[src/rtl/acc_12bit_v.sv]
// 12-bit accumulator with a valid/ready command port.
// Commands (LOAD, ADD, SUB, CLEAR) are accepted in IDLE, executed in EXEC and
// acknowledged with a one-cycle done pulse in DONE. All arithmetic goes through a
// single ripple-carry adder; subtraction uses A + ~B + 1.

// 12-bit ripple-carry adder: sum_o = a_i + b_i + cin_i, cout_o is the carry out of bit 11.
module rca_12bit_v (
    input  logic [11:0] a_i,
    input  logic [11:0] b_i,
    input  logic        cin_i,
    output logic [11:0] sum_o,
    output logic        cout_o
);

    // Bit-serial carry chain. A single local carry variable keeps the chain
    // acyclic from the simulator's point of view.
    always_comb begin
        logic carry;
        carry  = cin_i;
        sum_o  = '0;
        for (int i = 0; i < 12; i++) begin
            sum_o[i] = a_i[i] ^ b_i[i] ^ carry;
            carry    = (a_i[i] & b_i[i]) | (carry & (a_i[i] ^ b_i[i]));
        end
        cout_o = carry;
    end

endmodule

module acc_12bit_v (
    input  logic        i_clk,
    input  logic        i_rst,
    input  logic        i_valid,
    output logic        o_ready,
    input  logic [1:0]  i_op,
    input  logic [11:0] i_data,
    output logic [11:0] o_acc,
    output logic        o_carry,
    output logic        o_ovf,
    output logic        o_done,
    output logic [7:0]  o_cnt
);

    localparam logic [1:0] OpLoad  = 2'b00;
    localparam logic [1:0] OpAdd   = 2'b01;
    localparam logic [1:0] OpSub   = 2'b10;
    localparam logic [1:0] OpClear = 2'b11;

    typedef enum logic [1:0] {
        StIdle = 2'b00,
        StExec = 2'b01,
        StDone = 2'b10
    } state_e;

    state_e      state_q, state_d;
    logic [1:0]  op_q, op_d;
    logic [11:0] data_q, data_d;
    logic [11:0] acc_q, acc_d;
    logic        carry_q, carry_d;
    logic        ovf_q, ovf_d;
    logic [7:0]  cnt_q, cnt_d;

    logic [11:0] rca_b;
    logic        rca_cin;
    logic [11:0] rca_sum;
    logic        rca_cout;
    logic        rca_ovf;
    logic        is_sub;

    // Adder operand selection from the captured command; inputs after capture are irrelevant.
    always_comb begin
        is_sub  = (op_q == OpSub);
        rca_b   = is_sub ? ~data_q : data_q;
        rca_cin = is_sub;
    end

    rca_12bit_v u_rca (
        .a_i    (acc_q),
        .b_i    (rca_b),
        .cin_i  (rca_cin),
        .sum_o  (rca_sum),
        .cout_o (rca_cout)
    );

    // Signed overflow uses the operand actually applied to the adder (inverted for SUB).
    always_comb begin
        rca_ovf = (acc_q[11] == rca_b[11]) && (rca_sum[11] != acc_q[11]);
    end

    // Next-state and datapath updates for the IDLE -> EXEC -> DONE sequence.
    always_comb begin
        state_d = state_q;
        op_d    = op_q;
        data_d  = data_q;
        acc_d   = acc_q;
        carry_d = carry_q;
        ovf_d   = ovf_q;
        cnt_d   = cnt_q;

        unique case (state_q)
            StIdle: begin
                // Requests are only taken here; anything offered while busy is dropped.
                if (i_valid) begin
                    op_d    = i_op;
                    data_d  = i_data;
                    state_d = StExec;
                end
            end
            StExec: begin
                unique case (op_q)
                    OpLoad: begin
                        acc_d   = data_q;
                        carry_d = 1'b0;
                        ovf_d   = 1'b0;
                    end
                    OpAdd, OpSub: begin
                        acc_d   = rca_sum;
                        carry_d = rca_cout;
                        ovf_d   = rca_ovf;
                    end
                    OpClear: begin
                        acc_d   = '0;
                        carry_d = 1'b0;
                        ovf_d   = 1'b0;
                    end
                    default: begin
                        acc_d = acc_q;
                    end
                endcase
                cnt_d   = cnt_q + 8'd1;
                state_d = StDone;
            end
            StDone: begin
                state_d = StIdle;
            end
            default: begin
                state_d = StIdle;
            end
        endcase
    end

    // State and datapath registers; synchronous reset wins over any accept or execute.
    always_ff @(posedge i_clk) begin
        if (i_rst) begin
            state_q <= StIdle;
            op_q    <= '0;
            data_q  <= '0;
            acc_q   <= '0;
            carry_q <= 1'b0;
            ovf_q   <= 1'b0;
            cnt_q   <= '0;
        end else begin
            state_q <= state_d;
            op_q    <= op_d;
            data_q  <= data_d;
            acc_q   <= acc_d;
            carry_q <= carry_d;
            ovf_q   <= ovf_d;
            cnt_q   <= cnt_d;
        end
    end

    // Outputs are straight decodes of registered state.
    always_comb begin
        o_ready = (state_q == StIdle);
        o_done  = (state_q == StDone);
        o_acc   = acc_q;
        o_carry = carry_q;
        o_ovf   = ovf_q;
        o_cnt   = cnt_q;
    end

endmodule

[config.mk]
export PLATFORM = sky130hd
export DESIGN_NAME = acc_12bit_v
export DESIGN_NICKNAME = d
export VERILOG_FILES = /design/src/rtl/acc_12bit_v.sv
export SDC_FILE = /design/constraint.sdc
export NUM_CORES = 1
export LEC_CHECK = 0
export CAP_MARGIN = 20
export CORE_MARGIN = 2
export CORE_UTILIZATION = 48
export DETAILED_ROUTE_END_ITERATION = 12
export DONT_BUFFER_PORTS = 1
export GPL_TIMING_DRIVEN = 0
export HOLD_SLACK_MARGIN = 0.12
export PLACE_DENSITY = 0.7
export REMOVE_ABC_BUFFERS = 1
export SLEW_MARGIN = 20
export SYNTH_ARGS = -nofsm -noshare
export SYNTH_HDL_FRONTEND = slang
export SYNTH_HIERARCHICAL = 1
export SYNTH_SLANG_ARGS = --single-unit
[constraint.sdc]
create_clock -name i_clk -period 10.87 [get_ports i_clk]
set_clock_uncertainty 0.15 [all_clocks]
set_input_delay 2.174 -clock i_clk [delete_from_list [all_inputs] [get_ports i_clk]]
set_output_delay 2.174 -clock i_clk [all_outputs]
set_load 0.02 [all_outputs]
==> results of run 1 <==
flip-flops by register name (all words and copies together), names as in the netlist:
signal / flops
data_q: 12
state_q: 2
o_ovf: 1
o_acc: 12
o_carry: 1
o_cnt: 8
op_q: 2
cell families after synthesis:
family                   Yosys count
multiplexers                      16
flip-flops                        38
AND/OR/NAND/NOR                   80
buffers and inverters             26
XOR/XNOR                          14
adder cells (fa/ha/maj)           15
AO/OA/AOI/OAI                     23
synth_stat cells (all sizes together):
cell type  number
dfxtp          38
nor2           30
nor2b          19
mux2i          15
a221oi         12
fa             12
inv            12
nor3           12
xor2           12
buf            10
a21oi           6
clkbuf          4
nand2           4
ha              3
nand3           3
nand3b          3
o21ai           3
nand4           2
o31ai           2
or3             2
or4             2
xnor2           2
mux2            1
nand2b          1
nand4b          1
nor3b           1
placed cells by master (no fill, tap or decap), drive strengths merged, types with 3 or more instances in the layout:
cell	synthesis	layout
nand3b	3	3
nand3	3	3
nand2	4	4
dfxtp	38	38
a221oi	12	12
nor3	12	12
nor2b	19	19
ha	3	3
nor2	30	30
fa	12	12
mux2i	15	15
o21ai	3	3
inv	12	12
clkbuf	4	6
xor2	12	12
a21oi	6	6
critical path, delay by kind of cell, from the launching register on:
kind | cells | cell delay [ns]
AO/OA/AOI/OAI | 1 | 0.09
adder cells (fa/ha/maj) | 13 | 5.13
XOR/XNOR | 1 | 0.18
flip-flops | 1 | 0.31
AND/OR/NAND/NOR | 2 | 0.29
buffers and inverters | 5 | 0.35
power by group through the flow:
stage | combinational (mW) | sequential (mW) | clock, mW
global placement | 0.0465 | 0.163 | 0
floorplan | 0.0401 | 0.161 | 0
finish | 0.0489 | 0.160 | 0.0947
global route | 0.0564 | 0.161 | 0.103
CTS | 0.0492 | 0.160 | 0.0976
detailed placement | 0.0488 | 0.163 | 0
path summary, 6_finish.rpt:
check,startpoint,end,slack (ns),cells past startpoint
setup / recovery,op_q[0],o_acc[11],4.27,22
hold reg to reg,op_q[0],op_q[0],0.34,2
hold / removal,op_q[0],op_q[0],0.34,2
setup reg to reg,op_q[0],o_acc[11],4.27,22
routing by layer:
layer / up-vias / track usage / part of all wire / wire (um)
met3: 7 / 0.06494 / 0.078 / 297
met1: 663 / 0.2203 / 0.44 / 1667
met5: - / 0 / 0 / 0
met4: 0 / 0.07108 / 0.017 / 64
li1: 706 / - / - / -
met2: 35 / 0.2861 / 0.46 / 1756
cell type report:
class | count | share of cell area
multi-input combinational | 148 | 0.5406
sequential | 38 | 0.3604
clock buffer | 6 | 0.03912
tap | 50 | 0.02964
inverter | 12 | 0.02134
timing repair buffer | 2 | 0.008892
through the flow:
stage                     power (mW)  cells    util  worst slack (ns)  hold WS [ns]
after CTS                     0.3067    256  0.5239             4.254        0.3510
after detailed placement      0.2119    250  0.5034             4.287        0.3344
final                         0.3033    256  0.5239             4.268        0.3433
after floorplan               0.2008    198       -             4.707        0.3104
after global routing          0.3204    256  0.5239             3.891        0.3734
after global placement        0.2092    248  0.4969             4.336        0.3252
==> impl_results.rst, run 1 <==
.. list-table::
   :header-rows: 1

   * - Metric
     - Value
   * - Number of placement rows
     - 23
   * - Storage cell area
     - around 760 um^2
   * - Category of the worst setup path capture point
     - register
   * - Total number of H-tree levels
     - 2
   * - Cell type with the highest occurrence count on the critical path
     - fa_1
   * - Share of synthesized cell area in full adder, half adder and majority cells
     - 0.1379
   * - Routed wire length per instance
     - 14.79 um
   * - CTS Buf Count
     - 5
   * - Aggregate global routing overflow
     - 0
   * - Final HPWL DP
     - between 2 and 3 mm
   * - Leakage power
     - slightly below 0.9 nW
   * - Chain of cells forming the critical path
     - inv_1 > ha_1 > xor2_1 > fa_1 > inv_1 > fa_1 > inv_1 > fa_1 > fa_1 > fa_1 > fa_1 > fa_1 > fa_1 > fa_1 > fa_1 > fa_1 > inv_1 > fa_1 > inv_1 > nor2b_1 > a221oi_1 > nor3_1
   * - Floorplan die width
     - just under 70 um
   * - Number of hold-slack violations in the final timing report
     - 0
   * - Pint
     - between 200 and 250 uW
   * - Min-Delay Path Class
     - reg2reg
   * - Total via count after detailed routing
     - between 1k and 1.5k
   * - CTS Hold Bufs
     - 0
   * - Top-level port count
     - 41
   * - Wire length of the first global-routing pass
     - ~6.2 mm
   * - Number of buffers between clock root and the deepest sink
     - 2
   * - NumNets Final
     - between 200 and 250
   * - Total setup buffers inserted after CTS
     - 0
   * - Maximum clock frequency
     - 151.5 MHz
   * - Fraction of synthesized cell area in xor and xnor cells
     - 0.06087
   * - Initial antenna violation count
     - 0
   * - Startpoint type of the worst setup path
     - register
   * - Number of distinct library cells after synthesis
     - 29
   * - Final-layout fill cell count
     - approximately 370
   * - Portion of total power attributed to combinational logic
     - 0.161
   * - Largest fanout on the critical path
     - 13
   * - Pwr dens
     - 143.7 nW/um^2
   * - Final wirelength
     - around 3.8 mm
   * - Worst-Margin Slew
     - a little under 0.9 ns
   * - Setup Total Neg Slack
     - 0 ns
   * - CTS tree
     - done
   * - Sequential fraction of the synthesis area
     - 0.3776
   * - Outcome
     - finished, final reports clean
   * - RSZ-0062 raised after global routing
     - no
   * - Post-synthesis compound-gate area fraction
     - 0.08199
   * - Post-synthesis cell area
     - just over 2000 um^2
   * - Signal arrival time at the worst endpoint
     - between 6 and 7 ns
   * - Number of nets with antenna violations after detailed routing
     - 0
   * - # Max-Cap Violations
     - 0
   * - Top area cells in the synthesized netlist
     - dfxtp_1 38%, fa_1 12%, mux2i_1 7.5%
   * - Startpoint-to-endpoint class of the critical path
     - reg2reg
   * - DIE HEIGHT
     - a little under 70 um
   * - Vias per inst
     - 5.512
   * - Fraction of power spent switching nets
     - 0.2813
   * - CTS root buf
     - clkbuf_8
   * - Longest individual stage delay on the worst path
     - 0.64 ns
   * - Data required time at the worst endpoint
     - 10.93 ns
   * - Share of cell area taken by muxes after synthesis
     - 0.08012
   * - Dominant combinational cell family by area after synthesis
     - simple AND/OR/NAND/NOR gates
   * - Worst-skew pair later-pin latency
     - between 0.2 and 0.3 ns
   * - Core ar.
     - approximately 4000 um^2
   * - Multi-input gate area in the final layout
     - around 1100 um^2
   * - Vias in the first global route
     - about 1.4k
   * - Number of DRC markers in iteration 0
     - just under 60
   * - Number of remaining DRC errors
     - 0
   * - Global placer's final weighted congestion
     - roughly 0.65
   * - Overall Global Routing Usage
     - 0.1793
   * - Post-cts gate resize count
     - 0
   * - Die Outline Area
     - around 4700 um^2
   * - Clock network fraction of design power
     - 0.312
   * - Initial cell density of the core
     - 0.5000
   * - Area added between synthesis and finish
     - 4.782%
   * - Largest net degree at the start of global routing
     - ~40
   * - Final number of max-transition violations
     - 0
   * - First-pass iteration count of the detailed router
     - 4
   * - Portion of total power attributed to sequential cells
     - 0.527
   * - Avg Synthesized Cell Area
     - between 9 and 10 um^2
   * - Post-route cell area
     - between 2000 and 2500 um^2
   * - Flip-flop and latch count after synthesis
     - 38
   * - Post-synthesis simple-gate area fraction
     - 0.2019
   * - Sinks on Clock Net
     - 38
   * - Period utilisation layout
     - 0.6074
   * - Post-synthesis instance total
     - 212
   * - IO Port Bufs
     - 0
   * - Final antenna diode count
     - 0
   * - Worst path slowest cell
     - ha_1
   * - Clock edge transition at the registers on the reported setup and hold paths
     - 0.07 ns
   * - Yosys warning count
     - 6
   * - NetSw
     - 85.29 uW
   * - Top cell type by total area after synthesis
     - dfxtp_1
   * - Fraction of final layout cells sized beyond drive strength 1
     - 0.05340
   * - Total cell area at the placement stage
     - 2028 um^2
   * - Final-report setup violation count
     - 0
   * - Top cell type's share of synthesized area
     - 0.3776
   * - Crit path time final
     - 6.602 ns
   * - Peak supply drop
     - between 0.07 and 0.08 mV
   * - Remaining max-slew budget at the tightest pin
     - 0.4180
(Power assumes the default switching activity.)
==> run 2: changes to the inputs <==
clock period = 6.1 ns   (was 10.87 ns; I/O delays follow)
==> impl_results.rst, run 2 (synthesis results as in run 1) <==
.. list-table::
   :header-rows: 1

   * - Metric
     - Value
   * - Worst Hold Slack
     - 0.3457 ns (+0.002377 ns)
   * - Cell count after placement
     - 250 (unchanged)
   * - Overall Global Routing Usage
     - 0.1848 (+0.005495)
   * - # Max-Cap Violations
     - 0 (unchanged)
   * - Fraction of final layout cells sized beyond drive strength 1
     - 0.1100 (+0.05665)
   * - CTS Buf Count
     - 5 (unchanged)
   * - Final HPWL DP
     - 2.577 mm (unchanged)
   * - Area added between synthesis and finish
     - 7.516%
   * - Clock edge transition at the registers on the reported setup and hold paths
     - 0.07 ns (about the same)
   * - Storage cell area
     - 760.7 um^2 (unchanged)
   * - Worst-skew pair later-pin latency
     - 0.29 ns (about the same)
   * - Leading cell type in the layout, fill and taps excluded
     - dfxtp_1
   * - Peak supply drop
     - 0.1407 mV (+80%)
   * - RSZ-0062 raised after global routing
     - no
   * - Core ar.
     - 4029 um^2 (unchanged)
   * - Sinks on Clock Net
     - 38 (unchanged)
   * - Initial cell density of the core
     - 0.5000 (unchanged)
   * - Top-level port count
     - 41 (unchanged)
   * - Initial antenna violation count
     - 0 (unchanged)
   * - Startpoint-to-endpoint class of the critical path
     - reg2reg
   * - First-pass iteration count of the detailed router
     - 4 (unchanged)
   * - Pwr dens
     - 252.3 nW/um^2 (+76%)
   * - Largest fanout on the critical path
     - 3 (-10)
   * - Final number of max-transition violations
     - 0 (unchanged)
   * - Post-route cell area
     - 2166 um^2 (+2.6%)
   * - Final-report setup violation count
     - 0 (unchanged)
   * - Final antenna diode count
     - 0 (unchanged)
   * - Final-layout fill cell count
     - 365 (-2.4%)
   * - Die Outline Area
     - 4731 um^2 (unchanged)
   * - Floorplan die width
     - 68.78 um (unchanged)
   * - CTS tree
     - done
   * - Total power after layout
     - 546.3 uW (+80%)
   * - Vias per inst
     - 5.448 (-1.2%)
   * - Period utilisation layout
     - 0.9509 (+0.3435)
   * - IO Port Bufs
     - 0 (unchanged)
   * - Category of the worst setup path capture point
     - register
   * - NumNets Final
     - 242 (+1.3%)
   * - Outcome
     - finished, final reports clean
   * - Startpoint type of the worst setup path
     - register
   * - Number of nets with antenna violations after detailed routing
     - 0 (unchanged)
   * - Number of hold-slack violations in the final timing report
     - 0 (unchanged)
   * - Number of placement rows
     - 23 (unchanged)
   * - Final core utilization
     - 0.5376 (+0.01367)
   * - Worst-Margin Slew
     - 0.8536 ns (-0.01948 ns)
   * - Total number of H-tree levels
     - 2 (unchanged)
   * - Non-filler cells in the finished layout
     - 259 (+1.2%)
   * - Data required time at the worst endpoint
     - 6.17 ns (-4.76 ns)
   * - Routed wire length per instance
     - 15.08 um (+1.9%)
   * - Multi-input gate area in the final layout
     - 1174 um^2 (+2.9%)
   * - Wire length of the first global-routing pass
     - 6.396 mm (+2.5%)
   * - Vias in the first global route
     - 1384 (unchanged)
   * - Total via count after detailed routing
     - 1411 (unchanged)
   * - DIE HEIGHT
     - 68.78 um (unchanged)
   * - Final wirelength
     - 3.905 mm (+3.1%)
   * - CTS Hold Bufs
     - 0 (unchanged)
   * - Crit path time final
     - 5.801 ns (-0.8017 ns)
   * - Most frequent cells in the layout
     - 38 x dfxtp_1, 30 x nor2_1, 17 x nor2b_1, 15 x mux2i_1
   * - Number of remaining DRC errors
     - 0 (unchanged)
   * - Global placer's final weighted congestion
     - 0.6502 (unchanged)
   * - Remaining max-slew budget at the tightest pin
     - 0.4309 (+0.01298)
   * - Signal arrival time at the worst endpoint
     - 5.87 ns (-0.80 ns)
   * - Aggregate global routing overflow
     - 0 (unchanged)
   * - Largest net degree at the start of global routing
     - 41 (unchanged)
   * - Number of DRC markers in iteration 0
     - 86 (+46%)
   * - Leakage power
     - 0.8772 nW (+0.35%)
   * - Min-Delay Path Class
     - reg2reg
   * - Number of buffers between clock root and the deepest sink
     - 2 (unchanged)
   * - Total cell area at the placement stage
     - 2028 um^2 (unchanged)
   * - Maximum clock frequency
     - 172.4 MHz (+14%)
   * - CTS root buf
     - clkbuf_8
==> run 2: changes by cell type in the layout (fill, tap and decap cells not counted), sizes merged <==
cell / before / now
buf: 2 / 5
==> run 2: layout make-up <==
class / count / share of cell area
clock buffer: 6 / 0.03813
inverter: 12 / 0.02080
multi-input combinational: 148 / 0.5419
sequential: 38 / 0.3512
tap: 50 / 0.02889
timing repair buffer: 5 / 0.01906
==> run 2: path summary, 6_finish.rpt <==
kind,depth (start not counted),slack (ns),startpoint,to
setup / recovery,22,0.30,op_q[0],o_acc[11]
hold / removal,2,0.35,op_q[0],op_q[0]
setup reg to reg,22,0.30,op_q[0],o_acc[11]
hold reg to reg,2,0.35,op_q[0],op_q[0]
==> run 2: worst max-delay path: stages, from the launching register on <==
cell and delay, ns:
dfxtp_1 0.33, inv_1 0.08, ha_4 0.18, xor2_1 0.15, fa_1 0.39, inv_1 0.08, fa_1 0.15, inv_1 0.05
fa_1 0.38, fa_2 0.35, fa_2 0.35, fa_2 0.35, fa_2 0.35, fa_2 0.35, fa_2 0.35, fa_2 0.35
fa_1 0.37, inv_1 0.08, fa_1 0.40, inv_1 0.09, nor2b_2 0.13, a221oi_1 0.08, nor3_1 0.21
==> run 2: timing repair <==
| action | 4_1_cts | 5_1_grt |
|---|---|---|
| setup endpoints to repair | 4 | 2 |
| pin swaps | 0 | 1 |
| gates cloned | 0 | 0 |
| setup buffers | 3 | 0 |
| resized for setup | 2 | 8 |
==> run 2: through the flow <==
| stage | setup WS (ns) | TNS, ns |
|---|---|---|
| after CTS | 0.002199 | 0 |
| after detailed placement | -0.4832 | -1.117 |
| after global placement | -0.4335 | -0.9304 |
| after global routing | 0.03705 | 0 |
| after floorplan | -0.06274 | -0.1027 |
| final | 0.2992 | 0 |
==> run 2: metal layers <==
layer  wire [um]  track usage  vias to the layer above
li1            -            -                      712
met1        1737       0.2326                      655
met2        1783       0.2849                       35
met3         295      0.06494                        9
met4          87      0.08333                        0
met5           0            0                        -
==> run 2: report_power, final <==
group	switching (mW)	internal, mW
clock network	0.0818	0.0871
logic	0.0495	0.0429
registers	0.0235	0.262
total	0.155	0.392
